--- src/rtl/an_tx_cfg_ctrl.sv ---
// AN_TX gain/balance sequencer: debounced preset stepping, JTAG target loads,
// and a one-LSB-per-tick ramp of both outputs toward the current target.
module an_tx_cfg_ctrl #(
   parameter int unsigned C_DEB_CKN  = 1_350_000,
   parameter int unsigned C_RAMP_CKN = 135_000
) (
   input  logic       CK_i,
   input  logic       ARST_i,
   input  logic       XPSW_i,
   input  logic       JTAG_REQ_i,
   input  logic [5:0] JTAG_GAINs_i,
   input  logic [5:0] JTAG_BALANCEs_i,
   output logic [5:0] BUS_GAINs_o,
   output logic [5:0] BUS_BALANCEs_o,
   output logic [1:0] PRESETs_o,
   output logic       BUSY_o,
   output logic       PSW_PULSE_o
);
   localparam int unsigned W_DEB  = $clog2(C_DEB_CKN + 1);
   localparam int unsigned W_RAMP = $clog2(C_RAMP_CKN + 1);
   localparam logic [W_DEB-1:0]  C_DEB_LAST  = W_DEB'(C_DEB_CKN - 1);
   localparam logic [W_RAMP-1:0] C_RAMP_LAST = W_RAMP'(C_RAMP_CKN - 1);
   localparam logic [5:0]        C_BAL_PRESET = 6'h3F;

   typedef enum logic {StIdle, StRamp} state_t;

   function automatic logic [5:0] f_preset_gain(input logic [1:0] idx);
      logic [5:0] g;
      unique case (idx)
         2'd0:    g = 6'h01;
         2'd1:    g = 6'h04;
         2'd2:    g = 6'h10;
         default: g = 6'h3F;
      endcase
      return g;
   endfunction

   function automatic logic [5:0] f_step(input logic [5:0] cur, input logic [5:0] tgt);
      if (cur < tgt)      return cur + 6'd1;
      else if (cur > tgt) return cur - 6'd1;
      else                return cur;
   endfunction

   logic [1:0]        r_psw_sync;
   logic [1:0]        r_jtag_sync;
   logic              r_jtag_dly;
   logic              r_psw_deb;
   logic [W_DEB-1:0]  r_deb_cnt;
   logic              r_psw_pulse;
   logic              r_pend;
   logic [1:0]        r_preset;
   logic [5:0]        r_tgt_gain;
   logic [5:0]        r_tgt_bal;
   logic [W_RAMP-1:0] r_presc;
   logic [5:0]        r_gain;
   logic [5:0]        r_bal;
   logic              r_busy;
   state_t            r_state;

   logic              w_psw_lvl;
   logic              w_jtag_evt;
   logic              w_load;
   logic              w_tick;
   logic              w_neq;
   logic              w_deb_nxt;
   logic [W_DEB-1:0]  w_deb_cnt_nxt;
   logic              w_pulse_nxt;
   logic              w_pend_nxt;
   logic [1:0]        w_preset_nxt;
   logic [5:0]        w_tgt_gain_nxt;
   logic [5:0]        w_tgt_bal_nxt;
   logic [W_RAMP-1:0] w_presc_nxt;
   logic [5:0]        w_gain_nxt;
   logic [5:0]        w_bal_nxt;
   state_t            w_state_nxt;

   // The switch is kept in "pressed" sense so a cleared synchroniser reads as released.
   always_ff @(posedge CK_i or posedge ARST_i) begin
      if (ARST_i) begin
         r_psw_sync  <= '0;
         r_jtag_sync <= '0;
         r_jtag_dly  <= 1'b0;
      end else begin
         r_psw_sync  <= {r_psw_sync[0], ~XPSW_i};
         r_jtag_sync <= {r_jtag_sync[0], JTAG_REQ_i};
         r_jtag_dly  <= r_jtag_sync[1];
      end
   end

   assign w_psw_lvl  = r_psw_sync[1];
   assign w_jtag_evt = r_jtag_sync[1] & ~r_jtag_dly;

   always_comb begin
      w_deb_nxt      = r_psw_deb;
      w_deb_cnt_nxt  = '0;
      w_pulse_nxt    = 1'b0;
      w_pend_nxt     = r_pend;
      w_preset_nxt   = r_preset;
      w_tgt_gain_nxt = r_tgt_gain;
      w_tgt_bal_nxt  = r_tgt_bal;
      w_load         = 1'b0;
      w_tick         = 1'b0;
      w_presc_nxt    = r_presc + 1'b1;
      w_gain_nxt     = r_gain;
      w_bal_nxt      = r_bal;
      w_neq          = 1'b0;
      w_state_nxt    = r_state;

      if (w_psw_lvl != r_psw_deb) begin
         if (r_deb_cnt == C_DEB_LAST) begin
            w_deb_nxt   = w_psw_lvl;
            w_pulse_nxt = w_psw_lvl;
         end else begin
            w_deb_cnt_nxt = r_deb_cnt + 1'b1;
         end
      end

      // JTAG wins a collision; the press is parked and overrides it one cycle later.
      if (w_jtag_evt) begin
         w_load         = 1'b1;
         w_tgt_gain_nxt = JTAG_GAINs_i;
         w_tgt_bal_nxt  = JTAG_BALANCEs_i;
         if (r_psw_pulse) w_pend_nxt = 1'b1;
      end else if (r_psw_pulse || r_pend) begin
         w_load         = 1'b1;
         w_preset_nxt   = r_preset + 2'd1;
         w_tgt_gain_nxt = f_preset_gain(w_preset_nxt);
         w_tgt_bal_nxt  = C_BAL_PRESET;
         w_pend_nxt     = 1'b0;
      end

      w_tick = (r_presc == C_RAMP_LAST) && !w_load;
      if (w_load || w_tick) w_presc_nxt = '0;

      unique case (r_state)
         StRamp: begin
            if (w_tick) begin
               w_gain_nxt = f_step(r_gain, w_tgt_gain_nxt);
               w_bal_nxt  = f_step(r_bal, w_tgt_bal_nxt);
            end
         end
         default: ;
      endcase

      w_neq = (w_gain_nxt != w_tgt_gain_nxt) || (w_bal_nxt != w_tgt_bal_nxt);
      unique case (r_state)
         StIdle:  if (w_load && w_neq) w_state_nxt = StRamp;
         default: if (!w_neq) w_state_nxt = StIdle;
      endcase
   end

   always_ff @(posedge CK_i or posedge ARST_i) begin
      if (ARST_i) begin
         r_psw_deb   <= 1'b0;
         r_deb_cnt   <= '0;
         r_psw_pulse <= 1'b0;
         r_pend      <= 1'b0;
         r_preset    <= 2'd0;
         r_tgt_gain  <= 6'h01;
         r_tgt_bal   <= C_BAL_PRESET;
         r_presc     <= '0;
         r_gain      <= 6'h00;
         r_bal       <= 6'h3F;
         r_busy      <= 1'b1;
         r_state     <= StRamp;
      end else begin
         r_psw_deb   <= w_deb_nxt;
         r_deb_cnt   <= w_deb_cnt_nxt;
         r_psw_pulse <= w_pulse_nxt;
         r_pend      <= w_pend_nxt;
         r_preset    <= w_preset_nxt;
         r_tgt_gain  <= w_tgt_gain_nxt;
         r_tgt_bal   <= w_tgt_bal_nxt;
         r_presc     <= w_presc_nxt;
         r_gain      <= w_gain_nxt;
         r_bal       <= w_bal_nxt;
         r_busy      <= w_neq;
         r_state     <= w_state_nxt;
      end
   end

   assign BUS_GAINs_o    = r_gain;
   assign BUS_BALANCEs_o = r_bal;
   assign PRESETs_o      = r_preset;
   assign BUSY_o         = r_busy;
   assign PSW_PULSE_o    = r_psw_pulse;

endmodule

--- config.mk ---
export PLATFORM = sky130hd
export DESIGN_NAME = an_tx_cfg_ctrl
export DESIGN_NICKNAME = d
export VERILOG_FILES = /design/src/rtl/an_tx_cfg_ctrl.sv
export SDC_FILE = /design/constraint.sdc
export NUM_CORES = 1
export LEC_CHECK = 0
export CAP_MARGIN = 0
export CORE_AREA = 2 2 89 91
export DETAILED_ROUTE_END_ITERATION = 16
export DIE_AREA = 0 0 91 93
export PLACE_DENSITY_LB_ADDON = 0.05
export SYNTH_ARGS = -nofsm -noshare
export SYNTH_HDL_FRONTEND = slang
export SYNTH_SLANG_ARGS = --single-unit
--- constraint.sdc ---
create_clock -name CK_i -period 4.05 [get_ports CK_i]
set_input_delay 1.215 -clock CK_i [delete_from_list [all_inputs] [get_ports CK_i]]
set_output_delay 1.215 -clock CK_i [all_outputs]
set_load 0.005 [all_outputs]
---- After elaboration in Yosys (flattened, before gate mapping) ----
Index checks and enable logic that the tools add are counted.
storage, ports and cells
  flip-flop bits (word level) ............. 75
  output and inout port bits .............. 16
operators by class
  multiplexer cells ....................... 26
  add/subtract/negate cells ............... 7
  reduce and logical (&&, ||, !) cells .... 11
  eq/ne operators ......................... 8
  order comparisons ....................... 4
  bitwise logic cells ..................... 4
operators with widths
  operator                 number
  $mux W6                  12
  $mux W21                 2
  $add A21 B1 Y21 const B  1
  $eq A21 B21 Y1 const B   1
  $add A18 B1 Y18 const B  1
  $eq A18 B18 Y1 const B   1
  $mux W18                 1
  $pmux W6 S3              1
  $add A6 B1 Y6 const B    2
  $gt A6 B6 Y1             2
  $lt A6 B6 Y1             2
  $ne A6 B6 Y1             2
  $sub A6 B1 Y6 const B    2
  $mux W1                  10
  $reduce_and A2 Y1        3
  $logic_or A1 B1 Y1       3
  $not A1 Y1               3
  $add A2 B1 Y2 const B    1
  $eq A2 B1 Y1 const B     1
  $eq A2 B2 Y1 const B     1
  $logic_and A1 B1 Y1      2
  $logic_not A2 Y1         1
  $ne A2 B2 Y1 const B     1
  $reduce_bool A2 Y1       1
  other kinds (3)          3

---- Depth between registers and ports, before layout ----
Gate-level depths: netlist (run 1).
  depth after elaboration ................. 15
  gate-level depth with buffers ........... 18
  gate-level depth less buffers ........... 17

---- Worst setup path after synthesis (run 1) ----
Ideal clock, no wire load.
  path kind ............................... in2reg
  start point ............................. input port JTAG_GAINs_i[1]
  end point ............................... register r_busy, in the netlist BUSY_o
  path buffers ............................ 1
  required time ........................... 3.962 ns
  data arrival time ....................... 3.757 ns
  setup time .............................. 0.088 ns
  path slack .............................. 0.205 ns
  cell stages on the path ................. 14
  cells stage by stage .................... nor2_1 -> a31oi_1 -> inv_1 -> ha_1 -> a21o_1 -> maj3_1 -> a41o_1 -> buf_6 -> mux2i_1 -> xor2_1 -> xnor2_1 -> nor3_2 -> nand4_1 -> or3_1
between the ends
  cells in the longest elaborated chain, start to end .. 8
  elaborated cells between the ends (all ways) .. 9
  classes of those cells .................. 2 x order compare; 1 x eq/ne; 5 x mux; 1 x reduce/logical
ends and longest elaborated chain
  element                RTL line  text
  from (decl)            11        input logic [5:0] JTAG_GAINs_i,
  $mux W6 *              119       if (w_jtag_evt) begin
  net w_tgt_gain_nxt[1]  70        logic [5:0] w_tgt_gain_nxt;
  $gt A6 B6 Y1           40        else if (cur > tgt) return cur - 6'd1;
  $mux W6                40
  $mux W6 *              39        if (cur < tgt) return cur + 6'd1;
  $mux W6 *              137       if (w_tick) begin
  $mux W6 *              135       unique case (r_state)
  net w_gain_nxt[4]      73        logic [5:0] w_gain_nxt;
  $ne A6 B6 Y1 *         145       w_neq = (w_gain_nxt != w_tgt_gain_nxt) || (w_bal_nxt != w_tgt_bal_nxt);
  $logic_or A1 B1 Y1 *   145
  net w_neq              64        logic w_neq;
  to (signal assigned)   177       r_busy <= w_neq;
  to (decl)              57        logic r_busy;
The timed path passes the listed nets; every way through them passes the cells marked *.
A chain may end at the register's enable or synchronous reset.

---- Final worst setup path (run 1) ----
Ends and elaborated chain as after synthesis.

==> results_dict.tcl, run 1 <==
set metrics [dict create \
    ios 32 \
    worst_slew_pin_slew_ps 827 \
    hold_viol_final 0 \
    holdWs_ps 360 \
    r2r_slack_ps 420 \
    total_power_mw 1.72 \
    syn_inst 452 \
    wl_per_cell_um 15.2 \
    skew_ps 9.65 \
    cts.sinks 75 \
    timing.final.ws_setup_ps 160 \
    p_leak_nw 2.27 \
    cp-start-kind "input pin" \
    ant_nets 0 \
    place_ws_ps -418 \
    dr.pass1.iters 4 \
    clkTransAtPathRegs_ps 80 \
    avgSynthCellArea_um2 9.44 \
    cts_made_buffers 9 \
    yosysWarnings 0 \
    synth_area_leaders "dfrtp_1 (35%), dfstp_2 (9.2%), xor2_1 (6.2%)" \
    tritoncts "done" \
    synth-async-reset-ratio 1.00 \
    fin_cells 623 \
    placed_area_um2 4920 \
    portBuffers 31 \
    fillers 618 \
    ys_seq_area_frac 0.444 \
    totalWireLength_mm 9.50 \
    initial_core_util 0.567 \
    min_period_ps 3890 \
    stdcell_area_um2 5230 \
    grt_max_degree 45 \
    maxCapViolCount 0 \
    grt_antenna_before_repair 0 \
    clockBufferDepth 2 \
    synth.distinct_cells 61 \
    grt_pass1_vias 3468 \
    via_count 3508 \
    clock_latency_ps 350 \
    fin_util 0.694 \
    n_antenna_cell 0 \
    die_y_um 93 \
    htree_levels 3 \
    cp.arrival_ps 4170 \
    drt_iter0_markers 203 \
    dieArea_um2 8460 \
    max_freq_ghz 0.257 \
    post-route-drc-count 0 \
    row_count 32 \
    yosysTopAreaCell "dfrtp_1" \
    finalCritPeriodShare 0.960 \
    synth-main-ff-cell "dfrtp_1" \
    place.gp.congestion 0.878 \
    synth-edff-count 0 \
    drv_slew 0 \
    worstSetupPathType "in -> reg" \
    grt.overflow.total 0 \
    vdd_ir_drop_max_mv 0.236 \
    tns_ps 0 \
    setup_viol 0 \
    globalRouteTotalUtil 0.234 \
    cts_root_buffer "clkbuf_8" \
    ys_seq_elements 75 \
    rsz0062_at_grt "no" \
    fp.coreArea_um2 7530 \
    cts-hold-fix-buffers 0 \
    grt_pass1_wl_mm 16.1 \
    end_kind "register" \
    status "completed" \
    worstPathRequired_ps 4330 \
    final_cell_mix "dfrtp_1 (60), nor2_1 (57), buf_4 (36)" \
    layout.nets 547 \
    final_common_cell "dfrtp_1" \
    place_inst 606 \
    vias_per_cell 5.63 \
    crit_fanout 5 \
    dp_hpwl_mm 6.74 \
    hp-class "reg -> reg" \
    synthesis.area_um2 4270 \
    area_growth_pct 22.5 \
    synth.top_cell.area_share 0.352 \
    drive_gt1_frac 0.179 \
    relSlewSlack 0.444 \
    syn_nets 483 \
    dieWidth_um 91 \
    post_cts_buffers 0 \
    power.density_nw_per_um2 329 \
]
-- cells in the mapped netlist, types with 3 or more instances --
master / n
a211oi_1: 3
a21oi_1: 17
a31oi_1: 6
and3_1: 8
clkbuf_1: 11
dfrtp_1: 60
dfstp_2: 15
ha_1: 15
inv_1: 21
mux2_2: 4
mux2i_1: 3
nand2_1: 32
nand2b_1: 5
nand3_1: 27
nand4_1: 9
nor2_1: 57
nor2b_1: 6
nor3_1: 6
nor3b_1: 5
nor4_1: 6
o211ai_1: 3
o21ai_0: 17
o22a_1: 4
o22ai_1: 3
or3_1: 10
xnor2_1: 28
xor2_1: 30
-- cell families (layout without fill, tap and decap cells) --
kind of cell             after synthesis  count (layout)  synth area share
AND/OR/NAND/NOR                      187             187             0.224
flip-flops                            75              75             0.444
AO/OA/AOI/OAI                         72              73             0.113
XOR/XNOR                              58              58             0.119
buffers and inverters                 37             105            0.0366
adder cells (fa/ha/maj)               16              16            0.0463
multiplexers                           7               7            0.0176
-- final cells by class --
class,instances,area (um^2),area share
timing repair buffer,68,601,0.115
clock buffer,10,138,0.0263
inverter,21,78.8,0.0151
tap,102,128,0.0244
multi-input combinational,341,2300,0.440
sequential,75,1900,0.363
clock inverter,6,88.8,0.0170
-- final timing paths --
check	cells after the start	endpoint	start
worst max-delay path	14	BUSY_o	JTAG_GAINs_i[1]
worst min-delay path	0	r_jtag_sync[1]	r_jtag_sync[0]
worst max register to register	17	BUSY_o	PRESETs_o[0]
worst min register to register	0	r_jtag_sync[1]	r_jtag_sync[0]
max in group asynchronous	3	r_tgt_gain[0]	ARST_i
min in group asynchronous	2	r_deb_cnt[9]	ARST_i
-- flip-flops by register name, summed over array words and instances, names as in the netlist, 2 cells and up --
signal,flops
BUS_BALANCEs_o,6
BUS_GAINs_o,6
PRESETs_o,2
r_deb_cnt,21
r_jtag_sync,2
r_presc,18
r_psw_sync,2
r_tgt_bal,6
r_tgt_gain,6
-- power breakdown --
| part | leakage [nW] | total, mW | switching (mW) | internal [mW] |
|---|---|---|---|---|
| clock network | 0.108 | 0.653 | 0.289 | 0.363 |
| logic | 1.21 | 0.251 | 0.132 | 0.120 |
| registers | 0.949 | 0.815 | 0.0256 | 0.789 |
-- worst max-delay path, cell delays in order --
cell,delay [ps]
clkdlybuf4s50_1,450
nor2_1,40
a31oi_1,190
inv_1,100
ha_4,230
a21o_1,180
maj3_2,320
a41o_4,300
mux2i_1,180
xor2_1,230
xnor2_1,120
nor3_2,160
nand4_1,120
or3_1,330
-- timing repair --
item                                    CTS  global route
gates cloned                              0             1
resized for setup                         3            10
endpoints found under the setup margin    2             2
pin swaps                                 2             7
-- routing by layer --
| metal | track usage | part of all wire |
|---|---|---|
| met5 | 0 | 0 |
| met4 | 0.0909 | 0.023 |
| met3 | 0.0363 | 0.037 |
| met2 | 0.392 | 0.47 |
| met1 | 0.310 | 0.47 |
Power figures use the tool's default switching activity.
==> run 2, diff against run 1 <==
--- a/config.mk
+++ b/config.mk
@@ -9,6 +9,7 @@
 export CORE_AREA = 2 2 89 91
 export DETAILED_ROUTE_END_ITERATION = 16
 export DIE_AREA = 0 0 91 93
+export GPL_TIMING_DRIVEN = 0
 export PLACE_DENSITY_LB_ADDON = 0.05
 export SYNTH_ARGS = -nofsm -noshare
 export SYNTH_HDL_FRONTEND = slang
==> results_dict.tcl, run 2 (same netlist as run 1, synthesis figures left out) <==
set metrics [dict create \
    holdWs_ps 354 \
    grt_pass1_vias 3471 \
    largest_reg_flops 21 \
    dr.pass1.iters 5 \
    hold_depth 0 \
    hold_end "r_jtag_sync[1]" \
    rsz0062_at_grt "yes" \
    r2r_start "PSW_PULSE_o" \
    final_cell_mix "dfrtp_1 (60), nor2_1 (55), nand2_1 (32)" \
    tritoncts "done" \
    r2r_slack_ps 150 \
    layout.nets 542 \
    place.gp.congestion 0.884 \
    drive_gt1_frac 0.171 \
    cts_made_buffers 9 \
    worstPathRequired_ps 4310 \
    dp_hpwl_mm 6.51 \
    min_period_ps 4030 \
    ios 32 \
    status "completed" \
    wl_per_cell_um 15.8 \
    n_antenna_cell 0 \
    largest-register "r_deb_cnt" \
    dieWidth_um 91 \
    dieArea_um2 8460 \
    placed_area_um2 4740 \
    hp-start "r_jtag_sync[0]" \
    fin_cells 618 \
    worst_slew_pin_slew_ps 959 \
    crit_chain "clkdlybuf4s50_1 > o22ai_4 > inv_2 > ha_1 > inv_1 > a21o_1 > maj3_2 > a41o_1 > buf_4 > buf_2 > nor2_1 > o2bb2ai_2 > a221o_1 > nor3_2 > nand4_1 > or3_1" \
    hp-class "reg -> reg" \
    power.density_nw_per_um2 316 \
    place_inst 586 \
    skew_ps 11.8 \
    post-route-drc-count 0 \
    crit_fanout 5 \
    drv_slew 0 \
    grt.overflow.total 0 \
    cts-hold-fix-buffers 0 \
    end_kind "register" \
    cp_slowest_cell "clkdlybuf4s50_1" \
    reg_top3 "r_deb_cnt x21, r_presc x18" \
    grt_pass1_wl_mm 16.2 \
    cts.sinks 75 \
    relSlewSlack 0.355 \
    finalCritPeriodShare 0.995 \
    cts_root_buffer "clkbuf_8" \
    vias_per_cell 5.74 \
    via_count 3546 \
    globalRouteTotalUtil 0.236 \
    clkTransAtPathRegs_ps 80 \
    totalWireLength_mm 9.76 \
    initial_core_util 0.567 \
    portBuffers 31 \
    grt_antenna_before_repair 0 \
    cp.arrival_ps 4290 \
    final_common_cell "dfrtp_1" \
    multi_input_area_um2 2360 \
    slowest_delay_ps 450 \
    row_count 32 \
    ff_latch_area_um2 1900 \
    fp.coreArea_um2 7530 \
    reg2reg_depth 17 \
    p_leak_nw 2.22 \
    clock_latency_ps 340 \
    clockBufferDepth 2 \
    r2r_end "BUSY_o" \
    hold_viol_final 0 \
    maxCapViolCount 0 \
    drt_iter0_markers 187 \
    cp-start-kind "input pin" \
    max_freq_ghz 0.248 \
    area_growth_pct 21.9 \
    setup_viol 0 \
    vdd_ir_drop_max_mv 0.202 \
    worstSetupPathType "in -> reg" \
    grt_max_degree 55 \
    die_y_um 93 \
    htree_levels 3 \
    ant_nets 0 \
    fillers 614 \
    stdcell_area_um2 5200 \
]
## run 2: worst max path at each step
stage,startpoint,end
after detailed placement,JTAG_GAINs_i[1],BUSY_o
after global placement,JTAG_GAINs_i[1],BUSY_o
final,JTAG_GAINs_i[0],BUSY_o
after CTS,JTAG_GAINs_i[1],BUSY_o
after floorplan,JTAG_GAINs_i[1],BUSY_o
after global routing,JTAG_GAINs_i[0],BUSY_o
## run 2: critical path, delay by kind of cell
family / cells / cell delay (ps)
AO/OA/AOI/OAI: 5 / 1070
adder cells (fa/ha/maj): 2 / 380
buffers and inverters: 5 / 880
AND/OR/NAND/NOR: 4 / 730
## run 2: area by class of cell
class | count | area share
multi-input cells | 340 | 0.454
repair buffers | 48 | 0.0880
clock inverters | 3 | 0.00769
flip-flops and latches | 75 | 0.364
plain buffers | 16 | 0.0168
inverters | 21 | 0.0156
clock buffers | 13 | 0.0286
well taps | 102 | 0.0245
## run 2: routing by layer
| metal | track usage | vias to the layer above | routed length (um) | part of all wire |
|---|---|---|---|---|
| met2 | 0.404 | 92 | 4760 | 0.49 |
| met4 | 0.0795 | 0 | 240 | 0.025 |
| li1 | - | 1699 | - | - |
| met1 | 0.309 | 1738 | 4390 | 0.45 |
| met3 | 0.0338 | 17 | 375 | 0.038 |
| met5 | 0 | - | 0 | 0 |
## run 2: through the flow
step | utilization | setup slack (ps) | total power [mW] | TNS [ps]
finish | 0.691 | 22.1 | 1.65 | 0
global placement | 0.625 | -583 | 1.03 | -16350
CTS | 0.666 | 14.3 | 1.62 | 0
floorplan | - | 205 | 0.974 | 0
detailed placement | 0.629 | -583 | 1.04 | -1150
global route | 0.691 | -102 | 1.72 | -157
## run 2: repair_timing
| action | in CTS | in global routing |
|---|---|---|
| setup endpoints to repair | 2 | 2 |
| pin swaps | 7 | 14 |
| gates cloned | 0 | 1 |
| gates resized for setup | 10 | 25 |
| buffers inserted | 3 | 12 |
## run 2: power by group
part           internal, mW  switching [mW]
clock                 0.301           0.269
combinational         0.120           0.142
sequential            0.789          0.0256
total                  1.21           0.436
==> run 3, diff against run 2 <==
--- a/config.mk
+++ b/config.mk
@@ -11,6 +11,7 @@
 export DIE_AREA = 0 0 91 93
 export GPL_TIMING_DRIVEN = 0
 export PLACE_DENSITY_LB_ADDON = 0.05
+export SLEW_MARGIN = 30
 export SYNTH_ARGS = -nofsm -noshare
 export SYNTH_HDL_FRONTEND = slang
 export SYNTH_SLANG_ARGS = --single-unit
==> results_dict.tcl, run 3 (same netlist as run 1, synthesis figures left out) <==
set metrics [dict create \
    worst_slew_pin_slew_ps 836 \
    cts_root_buffer "clkbuf_8" \
    grt_antenna_before_repair 0 \
    reg2reg_depth 16 \
    tns_ps -73.1 \
    crit_fanout 4 \
    cp-start-kind "input pin" \
    totalWireLength_mm 9.74 \
    finalCritPeriodShare 1.01 \
    row_count 32 \
    r2r_slack_ps 130 \
    via_count 3462 \
    cts_made_buffers 9 \
    setup_viol 2 \
    final_common_cell "dfrtp_1" \
    p_leak_nw 2.22 \
    grt_pass1_wl_mm 16.1 \
    cts-hold-fix-buffers 0 \
    relSlewSlack 0.438 \
    grt_max_degree 48 \
    portBuffers 31 \
    dieWidth_um 91 \
    hold_viol_final 0 \
    place.gp.congestion 0.884 \
    tritoncts "done" \
    layout.nets 539 \
    skew_ps 13.6 \
    fin_cells 615 \
    ant_nets 0 \
    clkTransAtPathRegs_ps 90 \
    min_period_ps 4090 \
    hp-start "r_jtag_sync[0]" \
    place_inst 586 \
    violations "negative setup slack" \
    max_freq_ghz 0.244 \
    maxCapViolCount 0 \
    drive_gt1_frac 0.168 \
    cp.arrival_ps 4380 \
    htree_levels 3 \
    area_growth_pct 22.3 \
    cts.sinks 75 \
    power.density_nw_per_um2 331 \
    wl_per_cell_um 15.8 \
    fillers 600 \
    largest-register "r_deb_cnt" \
    reg_top3 "r_deb_cnt x21, r_presc x18" \
    ios 32 \
    drt_iter0_markers 179 \
    status "finished, violations left" \
    hold_end "r_jtag_sync[1]" \
    grt_pass1_vias 3477 \
    r2r_start "PSW_PULSE_o" \
    dp_hpwl_mm 6.53 \
    largest_reg_flops 21 \
    total_power_mw 1.73 \
    worstSetupPathType "in -> reg" \
    globalRouteTotalUtil 0.235 \
    initial_core_util 0.567 \
    n_antenna_cell 0 \
    hold_depth 0 \
    post-route-drc-count 0 \
    final_cell_mix "dfrtp_1 (59), nor2_1 (54), nand2_1 (32)" \
    clockBufferDepth 2 \
    drv_slew 0 \
    fin_util 0.693 \
    die_y_um 93 \
    hp-class "reg -> reg" \
    place_ws_ps -574 \
    fp.coreArea_um2 7530 \
    r2r_end "BUSY_o" \
    dr.pass1.iters 5 \
    end_kind "register" \
    worstPathRequired_ps 4330 \
    vdd_ir_drop_max_mv 0.236 \
    vias_per_cell 5.63 \
    clock_latency_ps 360 \
    grt.overflow.total 0 \
    timing.final.ws_setup_ps -44.6 \
    dieArea_um2 8460 \
]
## run 3: repair_timing
action | in CTS | in global routing
pin swaps | 7 | 15
setup buffers | 1 | 12
setup endpoints to repair | 2 | 2
resized for setup | 8 | 29
## run 3: cell type report
type,count,area (um^2),share of cell area
inverter,21,81.3,0.0156
buffer,16,87.6,0.0168
multi-input combinational,340,2360,0.453
clock inverter,4,72.6,0.0139
tap,102,128,0.0245
sequential,75,1900,0.364
timing repair buffer,45,433,0.0830
clock buffer,12,155,0.0297
## run 3: worst max path at each step
stage | start | to | slack, ps | cells after the start
final | JTAG_BALANCEs_i[1] | BUSY_o | -40 | 13
after floorplan | JTAG_GAINs_i[1] | BUSY_o | 210 | 14
after CTS | JTAG_GAINs_i[1] | BUSY_o | 10 | 15
after global placement | JTAG_GAINs_i[1] | BUSY_o | -580 | 15
after global routing | JTAG_BALANCEs_i[1] | BUSY_o | -130 | 13
after detailed placement | JTAG_GAINs_i[1] | BUSY_o | -570 | 15
## run 3: worst max-delay path: stages
cell	delay, ps
clkdlybuf4s50_1	480
o22a_1	230
inv_1	90
ha_1	320
a21oi_2	200
a211oi_2	90
o32ai_4	350
buf_4	200
mux2i_2	250
xor2_1	110
nor4_1	330
a21oi_1	120
or3_1	390
## run 3: through the flow
| step | hold slack (ps) | cell area, um^2 |
|---|---|---|
| 2_1_floorplan | 331 | 4270 |
| 3_3_place_gp | 332 | 4710 |
| 3_5_place_dp | 341 | 4730 |
| 4_1_cts | 361 | 5010 |
| 5_1_grt | 368 | 5220 |
| 6_report | 355 | 5220 |
## run 3: power by group
group | internal, mW | switching (mW)
Clock | 0.380 | 0.284
Sequential | 0.789 | 0.0251
Combinational | 0.112 | 0.135
## run 3: per-layer routing
metal | share of wire | vias to the layer above | wire, um | track usage
li1 | - | 1694 | - | -
met2 | 0.49 | 80 | 4780 | 0.395
met1 | 0.45 | 1673 | 4420 | 0.307
met3 | 0.037 | 15 | 363 | 0.0346
met5 | 0 | - | 0 | 0
met4 | 0.018 | 0 | 173 | 0.0972
